[config.mk]
export PLATFORM = sky130hd
export DESIGN_NAME = ibex_rf_write_sched
export DESIGN_NICKNAME = d
export VERILOG_FILES = /design/src/rtl/ibex_pkg.sv /design/src/rtl/ibex_rr_arb2.sv /design/src/rtl/ibex_rf_write_sched.sv
export SDC_FILE = /design/constraint.sdc
export NUM_CORES = 1
export LEC_CHECK = 0
export ABC_CLOCK_PERIOD_IN_PS = 5070
export BUFFER_PORTS_ARGS = -buffer_cell sky130_fd_sc_hd__buf_2
export CAP_MARGIN = 15
export CORE_MARGIN = 2
export CORE_UTILIZATION = 49
export CTS_CLUSTER_DIAMETER = 120
export DETAILED_ROUTE_END_ITERATION = 7
export GPL_TIMING_DRIVEN = 0
export PLACE_DENSITY_LB_ADDON = 0.2
export SLEW_MARGIN = 0
export SYNTH_ARGS = -nofsm -noshare
export SYNTH_HDL_FRONTEND = slang
export SYNTH_HIERARCHICAL = 1
export SYNTH_SLANG_ARGS = --single-unit
[constraint.sdc]
create_clock -name clk_int -period 5.07 [get_ports clk_int]
set_clock_uncertainty 0.15 [all_clocks]
set_input_delay 0.2535 -clock clk_int [delete_from_list [all_inputs] [get_ports clk_int]]
set_output_delay 0.2535 -clock clk_int [all_outputs]
set_load 0.02 [all_outputs]
[src/rtl/ibex_pkg.sv]
// ibex_pkg: shared types for the register-file write scheduler.
// Holds the scheduler FSM state encoding and the write-request record
// used when talking about a single register-file write.
package ibex_pkg;

    // Width of the data field in the write-request record.
    localparam int unsigned RfWreqDataWidth = 32;

    // Scheduler states: zeroing sweep after reset, then normal arbitration.
    typedef enum logic {
        RF_WS_INIT = 1'b0,
        RF_WS_RUN  = 1'b1
    } rf_wsched_state_e;

    // One register-file write: destination and data.
    typedef struct packed {
        logic [4:0]                 waddr;
        logic [RfWreqDataWidth-1:0] wdata;
    } rf_wreq_t;

endpackage

[src/rtl/ibex_rr_arb2.sv]
// ibex_rr_arb2: two-requester round-robin arbiter.
// Ports:
//   clk_int   - clock
//   rst_ni    - asynchronous active-low reset (pointer prefers requester 0)
//   req_i     - request vector, bit 0 and bit 1
//   gnt_o     - one-hot (or zero) grant vector, combinational from req_i
//   advance_i - allow the pointer to move on a contended grant this cycle
module ibex_rr_arb2 (
    input  logic       clk_int,
    input  logic       rst_ni,
    input  logic [1:0] req_i,
    output logic [1:0] gnt_o,
    input  logic       advance_i
);

    // ptr_q = 0 means requester 0 wins a tie, 1 means requester 1 wins.
    logic ptr_q;
    logic ptr_d;

    // A lone requester always wins; only a tie consults the pointer.
    always_comb begin
        gnt_o = req_i;
        if (&req_i) begin
            gnt_o = ptr_q ? 2'b10 : 2'b01;
        end
    end

    // After a tie the pointer moves to the loser, so it wins the next tie.
    // Uncontended grants leave the pointer alone.
    always_comb begin
        ptr_d = ptr_q;
        if (advance_i && (&req_i)) begin
            ptr_d = ~ptr_q;
        end
    end

    always_ff @(posedge clk_int or negedge rst_ni) begin
        if (!rst_ni) begin
            ptr_q <= 1'b0;
        end else begin
            ptr_q <= ptr_d;
        end
    end

endmodule

[src/rtl/ibex_rf_write_sched.sv]
// ibex_rf_write_sched: write-port scheduler for the single-write-port
// latch-based register file. After reset it optionally zeroes every
// register (x1 upwards), then shares the port between EX and LSU with
// round-robin arbitration, issuing one registered write per cycle.
// Ports:
//   clk_int, rst_ni            - clock, asynchronous active-low reset
//   ex_valid_i/ex_ready_o      - EX writeback handshake
//   ex_waddr_i/ex_wdata_i      - EX destination and data
//   lsu_valid_i/lsu_ready_o    - LSU writeback handshake
//   lsu_waddr_i/lsu_wdata_i    - LSU destination and data
//   init_done_o                - sweep finished, scheduler in RUN
//   rf_we_o/rf_waddr_o/rf_wdata_o - registered write to the register file
module ibex_rf_write_sched
    import ibex_pkg::*;
#(
    parameter bit                    RV32E       = 1'b0,
    parameter int unsigned           DataWidth   = 32,
    parameter bit                    InitSweep   = 1'b1,
    parameter logic [DataWidth-1:0]  WordZeroVal = '0
) (
    input  logic                 clk_int,
    input  logic                 rst_ni,
    input  logic                 ex_valid_i,
    output logic                 ex_ready_o,
    input  logic [4:0]           ex_waddr_i,
    input  logic [DataWidth-1:0] ex_wdata_i,
    input  logic                 lsu_valid_i,
    output logic                 lsu_ready_o,
    input  logic [4:0]           lsu_waddr_i,
    input  logic [DataWidth-1:0] lsu_wdata_i,
    output logic                 init_done_o,
    output logic                 rf_we_o,
    output logic [4:0]           rf_waddr_o,
    output logic [DataWidth-1:0] rf_wdata_o
);

    localparam int unsigned AddrWidth = RV32E ? 4 : 5;
    localparam int unsigned NumWords  = 2 ** AddrWidth;
    // The counter carries one extra bit so that reaching NumWords marks
    // "last register already issued" and costs one idle cycle before RUN.
    localparam logic [AddrWidth:0] CntDone = (AddrWidth + 1)'(NumWords);
    localparam logic [AddrWidth:0] CntOne  = (AddrWidth + 1)'(1);
    localparam rf_wsched_state_e ResetState = InitSweep ? RF_WS_INIT : RF_WS_RUN;

    rf_wsched_state_e     state_q, state_d;
    logic [AddrWidth:0]   cnt_q, cnt_d;
    logic                 we_q, we_d;
    logic [4:0]           waddr_q, waddr_d;
    logic [DataWidth-1:0] wdata_q, wdata_d;

    logic                 run;
    logic [1:0]           arb_req;
    logic [1:0]           arb_gnt;
    logic [4:0]           sel_waddr;
    logic [DataWidth-1:0] sel_wdata;

    assign run     = (state_q == RF_WS_RUN);
    // Requests are masked outside RUN so neither side sees ready during the sweep.
    assign arb_req = run ? {lsu_valid_i, ex_valid_i} : 2'b00;

    ibex_rr_arb2 u_arb (
        .clk_int   (clk_int),
        .rst_ni    (rst_ni),
        .req_i     (arb_req),
        .gnt_o     (arb_gnt),
        .advance_i (run)
    );

    assign ex_ready_o  = arb_gnt[0];
    assign lsu_ready_o = arb_gnt[1];
    assign sel_waddr   = arb_gnt[1] ? lsu_waddr_i : ex_waddr_i;
    assign sel_wdata   = arb_gnt[1] ? lsu_wdata_i : ex_wdata_i;

    // Next-state and next-write logic. Address/data hold unless a real
    // write is issued; writes to x0 (low address bits zero) are accepted
    // but produce no register-file write.
    always_comb begin
        state_d = state_q;
        cnt_d   = cnt_q;
        we_d    = 1'b0;
        waddr_d = waddr_q;
        wdata_d = wdata_q;
        case (state_q)
            RF_WS_INIT: begin
                if (cnt_q == CntDone) begin
                    state_d = RF_WS_RUN;
                end else begin
                    we_d    = 1'b1;
                    waddr_d = 5'(cnt_q[AddrWidth-1:0]);
                    wdata_d = WordZeroVal;
                    cnt_d   = cnt_q + CntOne;
                end
            end
            RF_WS_RUN: begin
                if ((|arb_gnt) && (sel_waddr[AddrWidth-1:0] != '0)) begin
                    we_d    = 1'b1;
                    waddr_d = 5'(sel_waddr[AddrWidth-1:0]);
                    wdata_d = sel_wdata;
                end
            end
            default: begin
                state_d = ResetState;
            end
        endcase
    end

    always_ff @(posedge clk_int or negedge rst_ni) begin
        if (!rst_ni) begin
            state_q <= ResetState;
            cnt_q   <= CntOne;
            we_q    <= 1'b0;
            waddr_q <= 5'd0;
            wdata_q <= WordZeroVal;
        end else begin
            state_q <= state_d;
            cnt_q   <= cnt_d;
            we_q    <= we_d;
            waddr_q <= waddr_d;
            wdata_q <= wdata_d;
        end
    end

    assign init_done_o = run;
    assign rf_we_o     = we_q;
    assign rf_waddr_o  = waddr_q;
    assign rf_wdata_o  = wdata_q;

`ifndef SYNTHESIS
    a_one_ready : assert property (@(posedge clk_int) disable iff (!rst_ni)
        !(ex_ready_o && lsu_ready_o));
    a_no_ready_init : assert property (@(posedge clk_int) disable iff (!rst_ni)
        (state_q == RF_WS_INIT) |-> !(ex_ready_o || lsu_ready_o));
    a_ex_stable : assert property (@(posedge clk_int) disable iff (!rst_ni)
        (ex_valid_i && !ex_ready_o) |=>
            (ex_valid_i && $stable(ex_waddr_i) && $stable(ex_wdata_i)));
    a_lsu_stable : assert property (@(posedge clk_int) disable iff (!rst_ni)
        (lsu_valid_i && !lsu_ready_o) |=>
            (lsu_valid_i && $stable(lsu_waddr_i) && $stable(lsu_wdata_i)));
`endif

endmodule

# Yosys cells after proc, flatten, opt, wreduce, memory -nomap -nowiden
# Index checks and enable logic that the tools add are counted.
[totals]
in_bits = 78
reg_bits = 46
elab_cells = 36
out_inout_bits = 41
[classes]
muxes = 16
n_eq_ne = 3
bitwise = 3
reduce_logical = 7
add_sub_neg = 1
[ops]
columns = ["op", "count"]
rows = [
  ["$mux 32", 3],
  ["$pmux 32 s2", 1],
  ["$mux 5", 3],
  ["$pmux 5 s2", 1],
  ["$add 6x1->6 const B", 1],
  ["$eq 6x6->1 const B", 1],
  ["$mux 2", 3],
  ["$reduce_and 2->1", 3],
  ["$reduce_bool 5->1", 1],
  ["$mux 1", 4],
  ["$not 1->1", 3],
  ["$logic_and 1x1->1", 2],
  ["$ne 2x1->1 const B", 1],
  ["$ne 2x2->1 const B", 1],
  ["$pmux 1 s2", 1],
  ["$reduce_or 2->1", 1],
]

# Logic depth before layout (Yosys ltp)
[depth]
word_depth = 8
depth_mapped = 8
mapped_depth_nobuf = 6

# Modules after synthesis
# Netlist, hierarchy kept.
[modules_own_cells]
columns = ["module", "n_inst", "cells_each", "area_per_inst_um2", "seq_area_each_um2"]
rows = [
  ["ibex_rf_write_sched", 1, 202, 2348.5, 1127.3],
  ["ibex_rr_arb2", 1, 6, 57.6, 25.0],
]

# Worst setup path after synthesis
# OpenSTA, ideal clock, no wires.
[synth_timing]
path_type = "register to register"
startpoint = "reg state_q (netlist: init_done_o)"
endpoint = "reg waddr_q[0] (netlist: rf_waddr_o[0])"
arrival_ns = 2.861
path_stages_with_launch = 8
n_path_buf = 1
path_slack_ns = 1.931
period_less_slack_ns = 3.139
path_cell_list = "dfrtp_1 > clkbuf_1 > and2_1 > a21boi_0 > nor4b_2 > o22ai_2 > a21oi_4 > mux2_1"
[synth_via]
elab_chain_cells = 8
word_cells_on_any_way = 13
[synth_rtl]
columns = ["item", "line_no", "source"]
rows = [
  ["start, declared", "ibex_rf_write_sched.sv:45", "rf_wsched_state_e state_q, state_d;"],
  ["start signal, assigned", "ibex_rf_write_sched.sv:109", "state_q <= ResetState;"],
  ["start signal, assigned", "ibex_rf_write_sched.sv:115", "state_q <= state_d;"],
  ["$mux 2 *", "ibex_rf_write_sched.sv:59", "assign arb_req = run ? {lsu_valid_i, ex_valid_i} : 2'b00;"],
  ["via arb_req[1]", "ibex_rf_write_sched.sv:52", "logic [1:0] arb_req;"],
  ["$reduce_and 2->1", "ibex_rr_arb2.sv:23", "if (&req_i) begin"],
  ["$mux 2 *", "ibex_rr_arb2.sv:23", ""],
  ["via lsu_ready_o", "ibex_rf_write_sched.sv:28", "output logic lsu_ready_o,"],
  ["$mux 5", "ibex_rf_write_sched.sv:71", "assign sel_waddr = arb_gnt[1] ? lsu_waddr_i : ex_waddr_i;"],
  ["$reduce_bool 5->1", "ibex_rf_write_sched.sv:95", "if ((|arb_gnt) && (sel_waddr[AddrWidth-1:0] != '0)) begin"],
  ["$logic_and 1x1->1", "ibex_rf_write_sched.sv:95", ""],
  ["$ne 2x1->1 (no line)", "-", ""],
  ["$reduce_and 2->1 (no line)", "-", ""],
  ["end signal, assigned", "ibex_rf_write_sched.sv:118", "waddr_q <= waddr_d;"],
  ["end, declared", "ibex_rf_write_sched.sv:48", "logic [4:0] waddr_q, waddr_d;"],
]
# The timed path passes the listed nets; every way through them passes the cells marked *. The select of a mux whose other input is x is not followed.
# A chain may end at the register's enable or synchronous reset.

# Worst setup path in the final report
[layout_timing]
startpoint = "reg state_q (netlist: init_done_o)"
endpoint = "reg waddr_q[3] (netlist: rf_waddr_o[3])"
[layout_via]
elab_chain_cells = 8
word_cells_on_any_way = 13
[layout_rtl]
columns = ["item", "line_no"]
rows = [
  ["$mux 2 *", "ibex_rf_write_sched.sv:59"],
  ["via arb_req[1]", "ibex_rf_write_sched.sv:52"],
  ["$reduce_and 2->1", "ibex_rr_arb2.sv:23"],
  ["$mux 2 *", "ibex_rr_arb2.sv:23"],
  ["$mux 5", "ibex_rf_write_sched.sv:71"],
  ["$reduce_bool 5->1", "ibex_rf_write_sched.sv:95"],
  ["$logic_and 1x1->1", "ibex_rf_write_sched.sv:95"],
  ["$ne 2x1->1 (no line)", "-"],
  ["$reduce_and 2->1 (no line)", "-"],
]
# Marks and branches as above.

==> impl_metrics.env <==
export IMPL_post_cts_repair_setup_buffers=0
export IMPL_ys_warnings=6
export IMPL_clock_tree_root_cell="sky130_fd_sc_hd__clkbuf_8"
export IMPL_global_route_usage_total=0.193
export IMPL_crit_path_cell_trace="clkbuf_1 -> and2_1 -> a21boi_0 -> nor4b_2 -> o22ai_2 -> a21oi_4 -> mux2_1"
export IMPL_worstReg2RegStart="init_done_o"
export IMPL_most_common_layout_cells="sky130_fd_sc_hd__buf_2 (125), sky130_fd_sc_hd__mux2i_1 (69), sky130_fd_sc_hd__dfrtp_1 (45)"
export IMPL_final_setup_viol_count=0
export IMPL_wp_data_arrival_ns=3.12
export IMPL_dp_hpwl_mm=4.13
export IMPL_pin_count_of_the_biggest_net_entering_global_routing=47
export IMPL_io_buffers=118
export IMPL_post_synth_cell_area_avg_um2=11.6
export IMPL_clock_tree_htree_level_count=2
export IMPL_worstSkewPairLatency_ns=0.29
export IMPL_synthesized_net_count=288
export IMPL_clock_fmax_mhz=324
export IMPL_tritoncts="yes"
export IMPL_antenna_found_initial=0
export IMPL_die_area_um2=5490
export IMPL_drv_slew=0
export IMPL_routed_via_density=4.93
export IMPL_setup_worst_path_class="flip-flop to flip-flop"
export IMPL_avgRoutedWirePerCell_um=13.1
export IMPL_cp_data_required_time_ns=5.10
export IMPL_grt_first_pass_wirelength_mm=8.05
export IMPL_yosysUniqueCellTypes=31
export IMPL_finalCritPeriodShare=0.609
export IMPL_timing_setup_tns_ns=0
export IMPL_layout_commonest_cell="sky130_fd_sc_hd__buf_2"
export IMPL_io_pins=119
export IMPL_globalRouteOverflowTotal=0
export IMPL_p_total_uw=1300
export IMPL_post_drt_antenna_nets=0
export IMPL_die_width_um=74.1
export IMPL_finalWorstPathRequiredPeriod_ns=3.09
export IMPL_layout_filler_cells=390
export IMPL_hold_slack_ns=-0.0373
export IMPL_fraction_of_layout_cells_with_a_size_suffix_above_1=0.431
export IMPL_ys_seq_elements=46
export IMPL_routability_congestion_estimate_from_global_placement=0.890
export IMPL_cts_hold_buf=0
export IMPL_ys_seq_area_frac=0.479
export IMPL_timing_hold_worst_class="input port to async pin"
export IMPL_cts_root_to_sink_buffers=2
export IMPL_post_synth_inst_count=208
export IMPL_power_density_nw_per_um2=411
export IMPL_route_vias_total=1978
export IMPL_outcome="finished, violations left"
export IMPL_slew_limit_headroom=0.345
export IMPL_violations="hold timing"
export IMPL_rsz0062_at_grt="no"
export IMPL_finalNetCount=413
export IMPL_drt_total_wl_mm=5.26
export IMPL_fp_row_count=25
export IMPL_die_height_um=74.1
export IMPL_final_critical_path_setup_slack_ns=1.98
export IMPL_clkSlewWorstSetupHoldPaths_ns=0.08
export IMPL_end_kind="flip-flop"
export IMPL_worstSetupStartpoint="init_done_o"
export IMPL_maxCapViolations=0
export IMPL_max_slew_worst_pin_slew_ns=0.982
export IMPL_total_core_area_um2=4720
export IMPL_tritoncts_num_buffers=5
export IMPL_num_antenna_cells=0
export IMPL_timing_final_hold_violations=45
export IMPL_layout_area_overhead_vs_synth_pct=31.8
export IMPL_critPathMaxStageDelay_ns=0.59
export IMPL_postCtsResizedCells=0
export IMPL_startpoint_type="flip-flop"
export IMPL_leakage_uw=0.00170
export IMPL_start_util=0.509
export IMPL_route_detailed_drc=0
export IMPL_clock_sink_count=46
export IMPL_first_global_vias=1852
export IMPL_largest_vdd_supply_drop_v=0.000278
export IMPL_synthesis_area_um2=2410
export IMPL_critPathMaxFanout=10
export IMPL_drt_first_pass_iters=4
export IMPL_crit_path_top_delay_cell="sky130_fd_sc_hd__a21boi_0"
export IMPL_pre_cts_slack_ns=1.99
export IMPL_initial_detailed_routing_violation_count=55
[sequential cells by signal, indices dropped and copies added (netlist names)]
name	count
cnt_q	6
init_done_o	1
rf_waddr_o	5
rf_wdata_o	32
rf_we_o	1
u_arb/ptr_q	1
[synth_stat cells]
library cell               instances  area, um^2
sky130_fd_sc_hd__mux2i_1          69         691
sky130_fd_sc_hd__dfrtp_1          45        1130
sky130_fd_sc_hd__nand2_1          35         131
sky130_fd_sc_hd__buf_2             7        35.0
sky130_fd_sc_hd__xnor2_1           6        52.6
sky130_fd_sc_hd__a21oi_1           4        20.0
sky130_fd_sc_hd__mux2_1            4        45.0
sky130_fd_sc_hd__nand3_1           4        20.0
sky130_fd_sc_hd__nor2_1            4        15.0
sky130_fd_sc_hd__buf_6             3        33.8
sky130_fd_sc_hd__inv_1             3        11.3
sky130_fd_sc_hd__a21boi_0          2        15.0
sky130_fd_sc_hd__and2_1            2        12.5
sky130_fd_sc_hd__ha_1              2        25.0
sky130_fd_sc_hd__inv_2             2        7.51
sky130_fd_sc_hd__a21oi_4           1        16.3
sky130_fd_sc_hd__a221o_1           1        10.0
sky130_fd_sc_hd__a31oi_4           1        21.3
sky130_fd_sc_hd__and3_1            1        6.26
sky130_fd_sc_hd__clkbuf_1          1        3.75
sky130_fd_sc_hd__dfstp_2           1        26.3
sky130_fd_sc_hd__nand2_2           1        6.26
sky130_fd_sc_hd__nor2b_1           1        6.26
sky130_fd_sc_hd__nor3_1            1        5.00
sky130_fd_sc_hd__nor3_2            1        10.0
sky130_fd_sc_hd__nor3b_1           1        7.51
sky130_fd_sc_hd__nor4_1            1        6.26
sky130_fd_sc_hd__nor4b_2           1        15.0
sky130_fd_sc_hd__o21a_1            1        7.51
sky130_fd_sc_hd__o21ai_1           1        5.00
sky130_fd_sc_hd__o22ai_2           1        12.5
[critical path: cells and delay by family, from the launching register on]
kind | cells | cell delay, ns
flip-flops | 1 | 0.53
buffers and inverters | 1 | 0.35
multiplexers | 1 | 0.35
AO/OA/AOI/OAI | 3 | 1.02
AND/OR/NAND/NOR | 2 | 0.56
[layer usage]
metal | track usage | routed length (um) | up-vias | part of all wire
met5 | 0 | 0 | - | 0
met1 | 0.230 | 2240 | 927 | 0.43
met4 | 0.0727 | 68 | 0 | 0.013
met2 | 0.347 | 2610 | 70 | 0.50
met3 | 0.0325 | 334 | 5 | 0.064
li1 | - | - | 976 | -
[where the power goes]
part           internal (uW)  switching (uW)
registers                472            51.9
clock network            110             119
logic                    227             326
[per-stage QoR]
stage / util / cell area (um^2) / cells
after floorplan: - / 2410 / 208
after global placement: 0.652 / 3080 / 393
after detailed placement: 0.652 / 3080 / 393
after CTS: 0.672 / 3170 / 401
after global routing: 0.672 / 3170 / 401
final: 0.672 / 3170 / 401
[cell type report]
| cell class | count | area (um^2) | share of cell area |
|---|---|---|---|
| Inverter | 5 | 18.8 | 0.00592 |
| Clock inverter | 1 | 5.00 | 0.00158 |
| Timing Repair Buffer | 118 | 591 | 0.186 |
| Multi-Input combinational cell | 146 | 1160 | 0.366 |
| Buffer | 11 | 72.6 | 0.0229 |
| Tap cell | 67 | 83.8 | 0.0264 |
| Sequential cell | 46 | 1150 | 0.363 |
| Clock buffer | 7 | 86.3 | 0.0272 |
[worst paths after layout]
check,to,slack [ns],cells past startpoint
max,rf_waddr_o[3],1.98,7
min,rf_waddr_o[1],-0.04,1
max reg2reg,rf_waddr_o[3],1.98,7
min reg2reg,rf_waddr_o[1],0.35,1
max in group asynchronous,rf_wdata_o[20],4.19,1
min in group clk_int,rf_wdata_o[11],0.08,3
[logic make-up (layout without fill, tap and decap cells)]
group,count (synthesis),after routing,synth area share
fa+ha+maj,2,2,0.0104
xor+xnor,6,6,0.0218
buf+inv,16,142,0.0380
simple gates,53,53,0.100
flops,46,46,0.479
compound gates,12,12,0.0447
mux,73,73,0.306
(Power assumes the default switching activity.)
